## src/rtl/hydra_pkg.sv

```systemverilog
// Shared definitions for the port write front end: header layout, FSM states
// and the FIFO entry format.
package hydra_pkg;

   localparam int LEN_MSB  = 15;
   localparam int LEN_LSB  = 7;
   localparam int PRI_MSB  = 6;
   localparam int PRI_LSB  = 4;
   localparam int PORT_MSB = 3;
   localparam int PORT_LSB = 0;

   localparam int ENTRY_DATA_W = 16;

   typedef enum logic {
      IN_IDLE,
      IN_RECV
   } in_state_t;

   typedef enum logic [1:0] {
      OUT_IDLE,
      OUT_REQ,
      OUT_XFER,
      OUT_EOP
   } out_state_t;

   typedef struct packed {
      logic                    last;
      logic [ENTRY_DATA_W-1:0] data;
   } fifo_entry_t;

endpackage

```

## src/rtl/port_wr_fifo.sv

```systemverilog
// Synchronous FIFO of {last, data} entries with a registered occupancy count
// and a registered margin-based full flag.
module port_wr_fifo #(
   parameter int DATA_WIDTH  = 16,
   parameter int FIFO_DEPTH  = 64,
   parameter int FULL_MARGIN = 2
) (
   input  logic                clk,
   input  logic                rst,
   input  logic                push,
   input  logic [DATA_WIDTH:0] push_data,
   input  logic                pop,
   output logic [DATA_WIDTH:0] head_data,
   output logic                empty,
   output logic                full,
   output logic                drop
);

   localparam int AW = $clog2(FIFO_DEPTH);
   localparam logic [AW:0] DEPTH_C  = (AW+1)'(FIFO_DEPTH);
   localparam logic [AW:0] FULL_LVL = (AW+1)'(FIFO_DEPTH - FULL_MARGIN);

   logic [DATA_WIDTH:0] mem [FIFO_DEPTH];
   logic [AW-1:0]       wr_ptr;
   logic [AW-1:0]       rd_ptr;
   logic [AW:0]         count;
   logic [AW:0]         count_next;
   logic                push_ok;
   logic                pop_ok;

   always_comb begin
      push_ok    = push && (count != DEPTH_C);
      pop_ok     = pop && (count != '0);
      count_next = count;
      if (push_ok && !pop_ok)
         count_next = count + 1'b1;
      else if (!push_ok && pop_ok)
         count_next = count - 1'b1;
   end

   assign head_data = mem[rd_ptr];
   assign empty     = (count == '0);
   assign drop      = push && !push_ok;

   always_ff @(posedge clk) begin
      if (push_ok)
         mem[wr_ptr] <= push_data;
   end

   // Pointers wrap naturally because the depth is a power of two.
   always_ff @(posedge clk or posedge rst) begin
      if (rst) begin
         wr_ptr <= '0;
         rd_ptr <= '0;
         count  <= '0;
         full   <= 1'b0;
      end else begin
         if (push_ok) wr_ptr <= wr_ptr + 1'b1;
         if (pop_ok)  rd_ptr <= rd_ptr + 1'b1;
         count <= count_next;
         full  <= (count_next >= FULL_LVL);
      end
   end

endmodule

```

## src/rtl/port_wr_frontend.sv

```systemverilog
// Per-port write front end: buffers incoming packet words, requests an SRAM
// slot for the head packet and streams it cut-through once granted.
module port_wr_frontend
   import hydra_pkg::*;
#(
   parameter int DATA_WIDTH  = 16,
   parameter int FIFO_DEPTH  = 64,
   parameter int FULL_MARGIN = 2
) (
   input  logic                  clk,
   input  logic                  rst,
   input  logic                  wr_sop,
   input  logic                  wr_vld,
   input  logic [DATA_WIDTH-1:0] wr_data,
   input  logic                  wr_eop,
   output logic                  full,
   output logic                  xfer_req,
   output logic [3:0]            xfer_dest_port,
   output logic [2:0]            xfer_prior,
   output logic [8:0]            xfer_length,
   input  logic                  xfer_grant,
   output logic                  wr_xfer_data_vld,
   output logic [DATA_WIDTH-1:0] wr_xfer_data,
   output logic                  wr_end_of_packet,
   output logic                  overflow_err,
   output logic                  proto_err
);

   in_state_t   in_state;
   out_state_t  out_state;
   fifo_entry_t push_entry;
   fifo_entry_t head_entry;
   logic        push;
   logic        pop;
   logic        fifo_empty;
   logic        fifo_drop;

   assign push_entry.last = wr_eop;
   assign push_entry.data = wr_data;

   // Outside a packet only a header is accepted; inside one every word is.
   always_comb begin
      push = 1'b0;
      if (wr_vld)
         push = (in_state == IN_RECV) || wr_sop;
   end

   // The header is popped on the grant cycle so data follows the grant directly.
   always_comb begin
      pop = 1'b0;
      if (!fifo_empty)
         pop = ((out_state == OUT_REQ) && xfer_grant) || (out_state == OUT_XFER);
   end

   port_wr_fifo #(
      .DATA_WIDTH (DATA_WIDTH),
      .FIFO_DEPTH (FIFO_DEPTH),
      .FULL_MARGIN(FULL_MARGIN)
   ) u_fifo (
      .clk      (clk),
      .rst      (rst),
      .push     (push),
      .push_data(push_entry),
      .pop      (pop),
      .head_data(head_entry),
      .empty    (fifo_empty),
      .full     (full),
      .drop     (fifo_drop)
   );

   always_ff @(posedge clk or posedge rst) begin
      if (rst) begin
         in_state     <= IN_IDLE;
         proto_err    <= 1'b0;
         overflow_err <= 1'b0;
      end else begin
         proto_err <= 1'b0;
         if (fifo_drop)
            overflow_err <= 1'b1;
         if (wr_vld) begin
            case (in_state)
               IN_IDLE: begin
                  if (!wr_sop)
                     proto_err <= 1'b1;
                  else if (!wr_eop)
                     in_state <= IN_RECV;
               end
               IN_RECV: begin
                  if (wr_sop)
                     proto_err <= 1'b1;
                  if (wr_eop)
                     in_state <= IN_IDLE;
               end
            endcase
         end
      end
   end

   always_ff @(posedge clk or posedge rst) begin
      if (rst) begin
         out_state        <= OUT_IDLE;
         xfer_req         <= 1'b0;
         xfer_dest_port   <= '0;
         xfer_prior       <= '0;
         xfer_length      <= '0;
         wr_xfer_data_vld <= 1'b0;
         wr_xfer_data     <= '0;
         wr_end_of_packet <= 1'b0;
      end else begin
         wr_xfer_data_vld <= 1'b0;
         wr_end_of_packet <= 1'b0;
         case (out_state)
            OUT_IDLE: begin
               if (!fifo_empty) begin
                  xfer_dest_port <= head_entry.data[PORT_MSB:PORT_LSB];
                  xfer_prior     <= head_entry.data[PRI_MSB:PRI_LSB];
                  xfer_length    <= head_entry.data[LEN_MSB:LEN_LSB];
                  xfer_req       <= 1'b1;
                  out_state      <= OUT_REQ;
               end
            end
            OUT_REQ: begin
               if (xfer_grant) begin
                  xfer_req  <= 1'b0;
                  out_state <= OUT_XFER;
                  if (pop) begin
                     wr_xfer_data_vld <= 1'b1;
                     wr_xfer_data     <= head_entry.data;
                     if (head_entry.last)
                        out_state <= OUT_EOP;
                  end
               end
            end
            OUT_XFER: begin
               if (pop) begin
                  wr_xfer_data_vld <= 1'b1;
                  wr_xfer_data     <= head_entry.data;
                  if (head_entry.last)
                     out_state <= OUT_EOP;
               end
            end
            OUT_EOP: begin
               wr_end_of_packet <= 1'b1;
               out_state        <= OUT_IDLE;
            end
         endcase
      end
   end

endmodule

```

## config.mk

```make
export PLATFORM = sky130hd
export DESIGN_NAME = port_wr_frontend
export DESIGN_NICKNAME = d
export VERILOG_FILES = /design/src/rtl/hydra_pkg.sv /design/src/rtl/port_wr_fifo.sv /design/src/rtl/port_wr_frontend.sv
export SDC_FILE = /design/constraint.sdc
export NUM_CORES = 1
export LEC_CHECK = 0
export ABC_AREA = 1
export ABC_CLOCK_PERIOD_IN_PS = 3900
export BUFFER_PORTS_ARGS = -buffer_cell sky130_fd_sc_hd__buf_2
export CAP_MARGIN = 20
export CORE_UTILIZATION = 40
export DETAILED_ROUTE_END_ITERATION = 7
export HOLD_SLACK_MARGIN = 0.15
export PLACE_DENSITY = 0.66
export SLEW_MARGIN = 0
export SYNTH_ARGS = -nofsm -noshare
export SYNTH_HDL_FRONTEND = slang
export SYNTH_SLANG_ARGS = --single-unit
```

## constraint.sdc

```tcl
create_clock -name clk -period 3.9 [get_ports clk]
set_clock_uncertainty 0.15 [all_clocks]
set_input_delay 0.195 -clock clk [delete_from_list [all_inputs] [get_ports clk]]
set_output_delay 0.195 -clock clk [all_outputs]
set_load 0.01 [all_outputs]
```

==> impl_results.md, run 1 <==
* Total wirelength of the detailed-routed design at 123 mm
* Crit path from: u_fifo.count[0]$_DFF_PP0_
* Final nets at 3691
* Synthesized netlist net count at 3570
* Port Buffers at 59
* 1st-iter DRT viols at 3822
* Number of nets with antenna violations after routing at 0
* Outcome: completed
* Via count at 29700
* Aggregate global routing overflow at 0
* Path type of the worst min-delay path: input pin to flip-flop
* Commonest non-fill, non-tap cell in the layout: edfxtp_1
* Sequential-to-total area share from yosys stat at 0.748
* Clock tree from TritonCTS: yes
* Clock net sink count at 1148
* Power density normalized to cell area at 730 nW/um^2
* Async S/R FF share, synth at 0.0523
* Top FF cell, synth: edfxtp_1
* Worst-path maximum fanout at 17
* Unrepaired setup endpoints after global routing: false
* Hold Crit Start: xfer_grant
* Clock root buffer master: clkbuf_16
* Count of cell types in the netlist at 41
* Core Box Area at 113000 sq um
* Remaining design rule violation count at 0
* Average detailed-routed wire length per instance at 23.3 um
* Number of iterations in the first detailed-routing pass at 5
* Row Count at 123
* Total of endpoints with negative setup slack in the final report at 0
* Critical path start-end classification: flip-flop to flip-flop
* CP arrival at 3490 ps
* Final HPWL DP at 70.4 mm
* Number of levels in the clock H-tree at 3
* Worst max-slew margin expressed relative to the limit at 0.232
* Postcts setup bufs at 0
* Vias in the first global route at 28000
* Reg-to-reg setup timing slack at 630 ps
* Count of mapped cells out of synthesis at 3537
* Number of buffers on the longest clock path at 3
* Die area at 116000 sq um
* Endpoints failing hold at 0
* Die height at 340 um
* Upper clock frequency limit at 0.306 GHz
* Synth top area share at 0.715
* Ports at 60
* Worst R2R Start: u_fifo.count[0]$_DFF_PP0_
* Endpoint of the lowest-slack register-to-register path: u_fifo.mem[3][10]$_DFFE_PP_
* Required time of the critical path at 4120 ps
* Number of cells on the worst hold path at 5
* Count of flip-flops with a built-in enable after synthesis at 1088
* Fraction of final layout cells with drive strength greater than 1 at 0.115
* Synth Warn # at 0
* Top cells by area in the synthesized netlist: edfxtp_1 (71%), o21ai_0 (5.5%), nor2_1 (5.5%), dfrtp_1 (3.3%), nand2_1 (2.9%)
* Seq cells post-synth at 1148
* Overall die width at 340 um
* Min Tclk post-route at 3270 ps
* Maximum vdd ir drop at 0.944 mV
* Via density at 5.64
* Maximum number of pins on one net before global-route repair at 153
* Endpoint kind of the worst setup timing path: flip-flop
* First-pass GRT wire length at 182 mm
* Pleak at 17.4 nW
* Slew @ Worst Pin at 1150 ps
* Setup Total Neg Slack at 0 ps
* Yosys top cell by area: edfxtp_1
* RePlAce Congestion at 0.859
* Cell area after technology mapping at 45700 sq um
* Worst hold path endpoint: xfer_req$_DFFE_PP0P_
* Instance area after placement at 48100 sq um
* Layout Cell Area excl Fill at 52200 sq um
* Share of the clock period used by the worst path after layout at 0.838
* Area growth from synthesis to final layout at 14.2%
* Category of the worst setup path launch point: flip-flop
* Number of buffers inserted during clock tree synthesis at 115
* Count of cells along the worst register-to-register path at 10
* Global-route total usage across every layer at 0.208
* Count of pins over their slew limit at 0
* Most frequent cells in the layout: edfxtp_1 (1088), nor2_1 (652), o21ai_0 (502)
* Post-Syn Area per Cell at 12.9 sq um
* Initial standard-cell utilization of the core at 0.405
* Maxcap violations at 0
* Clock latency reported for the late side of the worst-skew pair at 720 ps
* Initial antenna violation count at 2
* CTS clk-pin slew, worst paths at 60 ps
per-layer routing:
| layer | wire length, um | GRT usage | share of wire | up-vias |
|---|---|---|---|---|
| met5 | 0 | 0 | 0 | - |
| met4 | 3280 | 0.0708 | 0.027 | 0 |
| met3 | 11600 | 0.0414 | 0.094 | 202 |
| met2 | 56800 | 0.324 | 0.46 | 1411 |
| met1 | 51100 | 0.293 | 0.42 | 14900 |
| li1 | - | - | - | 13300 |
registers in the layout, indices dropped and copies added, names as in the netlist, 2 cells and up:
| name | count |
|---|---|
| xfer_prior | 3 |
| wr_xfer_data | 16 |
| xfer_dest_port | 4 |
| xfer_length | 9 |
| u_fifo.count | 7 |
| out_state | 2 |
| u_fifo.mem | 1088 |
| u_fifo.rd_ptr | 6 |
| u_fifo.wr_ptr | 6 |
worst max path at each step:
stage | end | slack (ps) | cells after the start
3_3_place_gp | xfer_prior[0]$_DFFE_PP0P_ | 750 | 11
4_1_cts | u_fifo.mem[59][8]$_DFFE_PP_ | 690 | 10
6_report | u_fifo.mem[3][10]$_DFFE_PP_ | 630 | 10
3_5_place_dp | u_fifo.mem[59][1]$_DFFE_PP_ | 700 | 10
5_1_grt | u_fifo.mem[43][13]$_DFFE_PP_ | 500 | 10
2_1_floorplan | u_fifo.mem[47][0]$_DFFE_PP_ | 820 | 9
cells in the mapped netlist (2+ instances only):
library cell	count
a21oi_1	15
buf_1	12
buf_2	55
buf_4	25
buf_6	20
buf_8	2
clkbuf_1	118
dfrtp_1	60
edfxtp_1	1088
ha_1	11
inv_1	57
inv_2	6
nand2_1	358
nand2_2	2
nand3_1	138
nand4_1	58
nor2_1	667
nor3_1	4
o211ai_1	72
o211ai_2	11
o21ai_0	502
o21ai_1	33
o21ai_2	2
o221ai_1	49
o22ai_1	143
xor2_1	14
worst max-delay path, stage by stage, from the launching register on:
cell and delay (ps):
dfrtp_1 410, inv_1 110, ha_1 200, inv_1 60, nor2_2 50, nand3_1 90
nand2_2 160, nor2_1 330, nand3_1 760, nor2_2 300, buf_4 320
cell type report:
class,count,area [sq um]
fill,9824,60700
sequential,1148,34200
multi-input combinational,2091,10100
clock buffer,132,2960
timing repair buffer,236,1960
tap,1500,1880
clock inverter,87,822
inverter,66,263
antenna,7,17.5
where the power goes:
group / internal, mW / switching, mW
combinational: 3.58 / 9.08
clock: 6.21 / 4.74
sequential: 14.1 / 0.446
total: 23.9 / 14.3
cells by family after synthesis:
family | Yosys count | share of synthesized area
DFF | 1148 | 0.748
buffers and inverters | 298 | 0.0319
and+or+nand+nor | 1235 | 0.110
AOI/OAI and AO/OA | 830 | 0.105
adders and majority gates | 11 | 0.00301
xor gates and xnor gates | 15 | 0.00287
stage by stage:
| step | power [mW] | instances | util | hold slack, ps | setup WS, ps |
|---|---|---|---|---|---|
| floorplan | 22.6 | 3537 | - | 144 | 824 |
| global placement | 27.1 | 5014 | 0.426 | 233 | 754 |
| detailed placement | 27.2 | 5014 | 0.426 | 243 | 696 |
| CTS | 38.1 | 5258 | 0.462 | 230 | 692 |
| global route | 39.9 | 5260 | 0.462 | 296 | 504 |
| finish | 38.1 | 5267 | 0.462 | 263 | 631 |
what timing repair did:
action                     CTS  global route
hold endpoints to repair   598             0
hold buffers                25             0
gates resized for setup      0             0
setup endpoints to repair    0             0
No activity file was read; power rests on OpenSTA's default activity.
==> inputs of run 2 (changes only) <==
Settings changed: ABC_CLOCK_PERIOD_IN_PS 3900 to 3100.
Clock period 3.9 ns to 3.1 ns, I/O delays scaled along.
==> impl_results.md, run 2 (synthesis results as in run 1) <==
* Outcome: completed
* Kind of cell adding the most delay to the critical path: simple AND/OR/NAND/NOR gates
* Via density at 5.58 (-1.1%)
* Area of the multi-input gates at 10100 sq um (about the same)
* Number of nets with antenna violations after routing at 0 (unchanged)
* Cell count along the critical path at 12 (+2)
* Slew @ Worst Pin at 899 ps (-253 ps)
* Area growth from synthesis to final layout at 14.5%
* CP arrival at 3340 ps (-150 ps)
* Number of buffers inserted during clock tree synthesis at 113 (-1.7%)
* Maximum vdd ir drop at 0.671 mV (-29%)
* Area occupied by registers at 34200 sq um (unchanged)
* Final nets at 3719 (+0.76%)
* Commonest non-fill, non-tap cell in the layout: edfxtp_1
* Most frequent cells in the layout: edfxtp_1 (1088), nor2_1 (652), o21ai_0 (502)
* Category of the worst setup path launch point: flip-flop
* Total wirelength of the detailed-routed design at 121 mm (-1.3%)
* Setup Total Neg Slack at 0 ps (unchanged)
* Endpoint kind of the worst setup timing path: flip-flop
* First-pass GRT wire length at 180 mm (-0.80%)
* Die height at 340 um (unchanged)
* Pleak at 17.5 nW (+0.55%)
* Vias in the first global route at 28100 (+0.26%)
* Path type of the worst min-delay path: input pin to flip-flop
* Postcts setup bufs at 0 (unchanged)
* Number of levels in the clock H-tree at 3 (unchanged)
* Required time of the critical path at 3530 ps (-590 ps)
* Min Tclk post-route at 2900 ps (-368 ps)
* Ports at 60 (unchanged)
* Number of buffers on the longest clock path at 3 (unchanged)
* Port Buffers at 59 (unchanged)
* Average detailed-routed wire length per instance at 23.0 um (-1.5%)
* Clock tree from TritonCTS: yes
* Endpoints failing hold at 0 (unchanged)
* Series of cell instances along the critical path: buf_12 -> buf_12 -> nor2_1 -> nor2_1 -> o21ai_0 -> o21ai_1 -> o211ai_1 -> nand4_1 -> nand3_1 -> nand2_1 -> nand2_1 -> nand2_1
* Core Box Area at 113000 sq um (unchanged)
* Clock latency reported for the late side of the worst-skew pair at 700 ps (-20 ps)
* RePlAce Congestion at 0.862 (+0.40%)
* Count of cells along the worst register-to-register path at 12 (+2)
* Initial standard-cell utilization of the core at 0.405 (unchanged)
* Count of pins over their slew limit at 0 (unchanged)
* Worst max-slew margin expressed relative to the limit at 0.400 (+0.168)
* Total of endpoints with negative setup slack in the final report at 0 (unchanged)
* Row Count at 123 (unchanged)
* Delay contributed by the slowest stage of the critical path at 550 ps (-210 ps)
* Number of cells on the worst hold path at 5 (unchanged)
* CTS clk-pin slew, worst paths at 60 ps (about the same)
* Share of the clock period used by the worst path after layout at 0.936 (+0.0975)
* Initial antenna violation count at 4 (+2)
* Maxcap violations at 0 (unchanged)
* Upper clock frequency limit at 0.345 GHz (+13%)
* Power density normalized to cell area at 913 nW/um^2 (+25%)
* Cell seen most often among critical-path stages: nand2_1
* Bufs and invs on worst path at 2 (-1)
* Instance area after placement at 48500 sq um (+0.79%)
* Master of the slowest instance on the critical path: dfrtp_4
* Register bank with the most flops: u_fifo.mem
* Final HPWL DP at 70.8 mm (+0.55%)
* Worst-path maximum fanout at 35 (+18)
* 1st-iter DRT viols at 3693 (-3.4%)
* Overall die width at 340 um (unchanged)
* Regs by FF count: u_fifo.mem x1088, wr_xfer_data x16, xfer_length x9
* Clock root buffer master: clkbuf_16
* Fraction of final layout cells with drive strength greater than 1 at 0.122 (+0.00683)
* Number of flip-flops in the largest register at 1088 (unchanged)
* Layout Cell Area excl Fill at 52400 sq um (+0.25%)
* Fill cell count at 9895 (+0.72%)
* Die area at 116000 sq um (unchanged)
* Remaining design rule violation count at 0 (unchanged)
* Number of iterations in the first detailed-routing pass at 5 (unchanged)
* Aggregate global routing overflow at 0 (unchanged)
* Clock net sink count at 1148 (unchanged)
* Global-route total usage across every layer at 0.207 (-0.00153)
* Critical path start-end classification: flip-flop to flip-flop
* Unrepaired setup endpoints after global routing: false
* Maximum number of pins on one net before global-route repair at 114 (-25%)
* Via count at 29500 (-0.83%)
==> run 2: cell types whose count changed in the layout (fill, tap and decap cells not counted), sizes merged <==
| cell | delta |
|---|---|
| buf | +30 |
| clkinv | -18 |
| inv | +2 |
| clkbuf | +8 |
| bufinv | -3 |
| diode | -5 |
==> run 2: area by class of cell <==
type                    count  share of cell area
diodes                      2           0.0000956
clock buffers             140              0.0569
clock inverters            68              0.0115
inverters                  66             0.00502
multi-input cells        2091               0.194
flip-flops and latches   1148               0.653
well taps                1500              0.0358
repair buffers            266              0.0439
==> run 2: tightest hold or removal path, cell delays in order <==
cell and delay [ps]:
dlygate4sd3_1 530, buf_2 130, nand2_1 70, o22ai_1 80, inv_1 50
==> run 2: routing by layer <==
metal / routed length, um / GRT usage / vias to the layer above
li1: - / - / 13300
met1: 49400 / 0.285 / 14700
met5: 13 / 0 / -
met2: 56900 / 0.330 / 1330
met3: 12100 / 0.0456 / 154
met4: 2790 / 0.0575 / 2
==> run 2: worst paths after layout <==
kind,endpoint,startpoint,slack (ps)
setup reg to reg,xfer_length[5]$_DFFE_PP0P_,u_fifo.rd_ptr[0]$_DFFE_PP0P_,200
hold / removal,xfer_req$_DFFE_PP0P_,xfer_grant,200
hold reg to reg,overflow_err$_DFFE_PP0P_,overflow_err$_DFFE_PP0P_,320
max in group asynchronous,xfer_length[3]$_DFFE_PP0P_,rst,1360
min in group asynchronous,u_fifo.count[5]$_DFF_PP0_,rst,560
setup / recovery,xfer_length[5]$_DFFE_PP0P_,u_fifo.rd_ptr[0]$_DFFE_PP0P_,200
==> run 2: timing repair <==
| item | CTS | global route |
|---|---|---|
| endpoints found under the hold margin | 835 | 0 |
| resized for setup | 0 | 1 |
| hold buffers | 25 | 0 |
| setup endpoints to repair | 0 | 4 |
==> run 2: report_power, final <==
part           switching [mW]  internal [mW]  leakage, nW
registers               0.443           17.7         10.5
logic                    11.6           4.76         5.20
clock network            5.83           7.49         1.76
total                    17.9           30.0         17.5
==> run 2: stage by stage <==
stage	power (mW)	utilization	instances	worst slack, ps	hold WS (ps)
global placement	34.3	0.429	5046	287	158
floorplan	28.4	-	3537	24.0	104
detailed placement	34.6	0.429	5046	287	175
CTS	47.8	0.463	5279	269	184
finish	47.8	0.463	5281	199	203
global route	50.0	0.463	5279	36.5	245
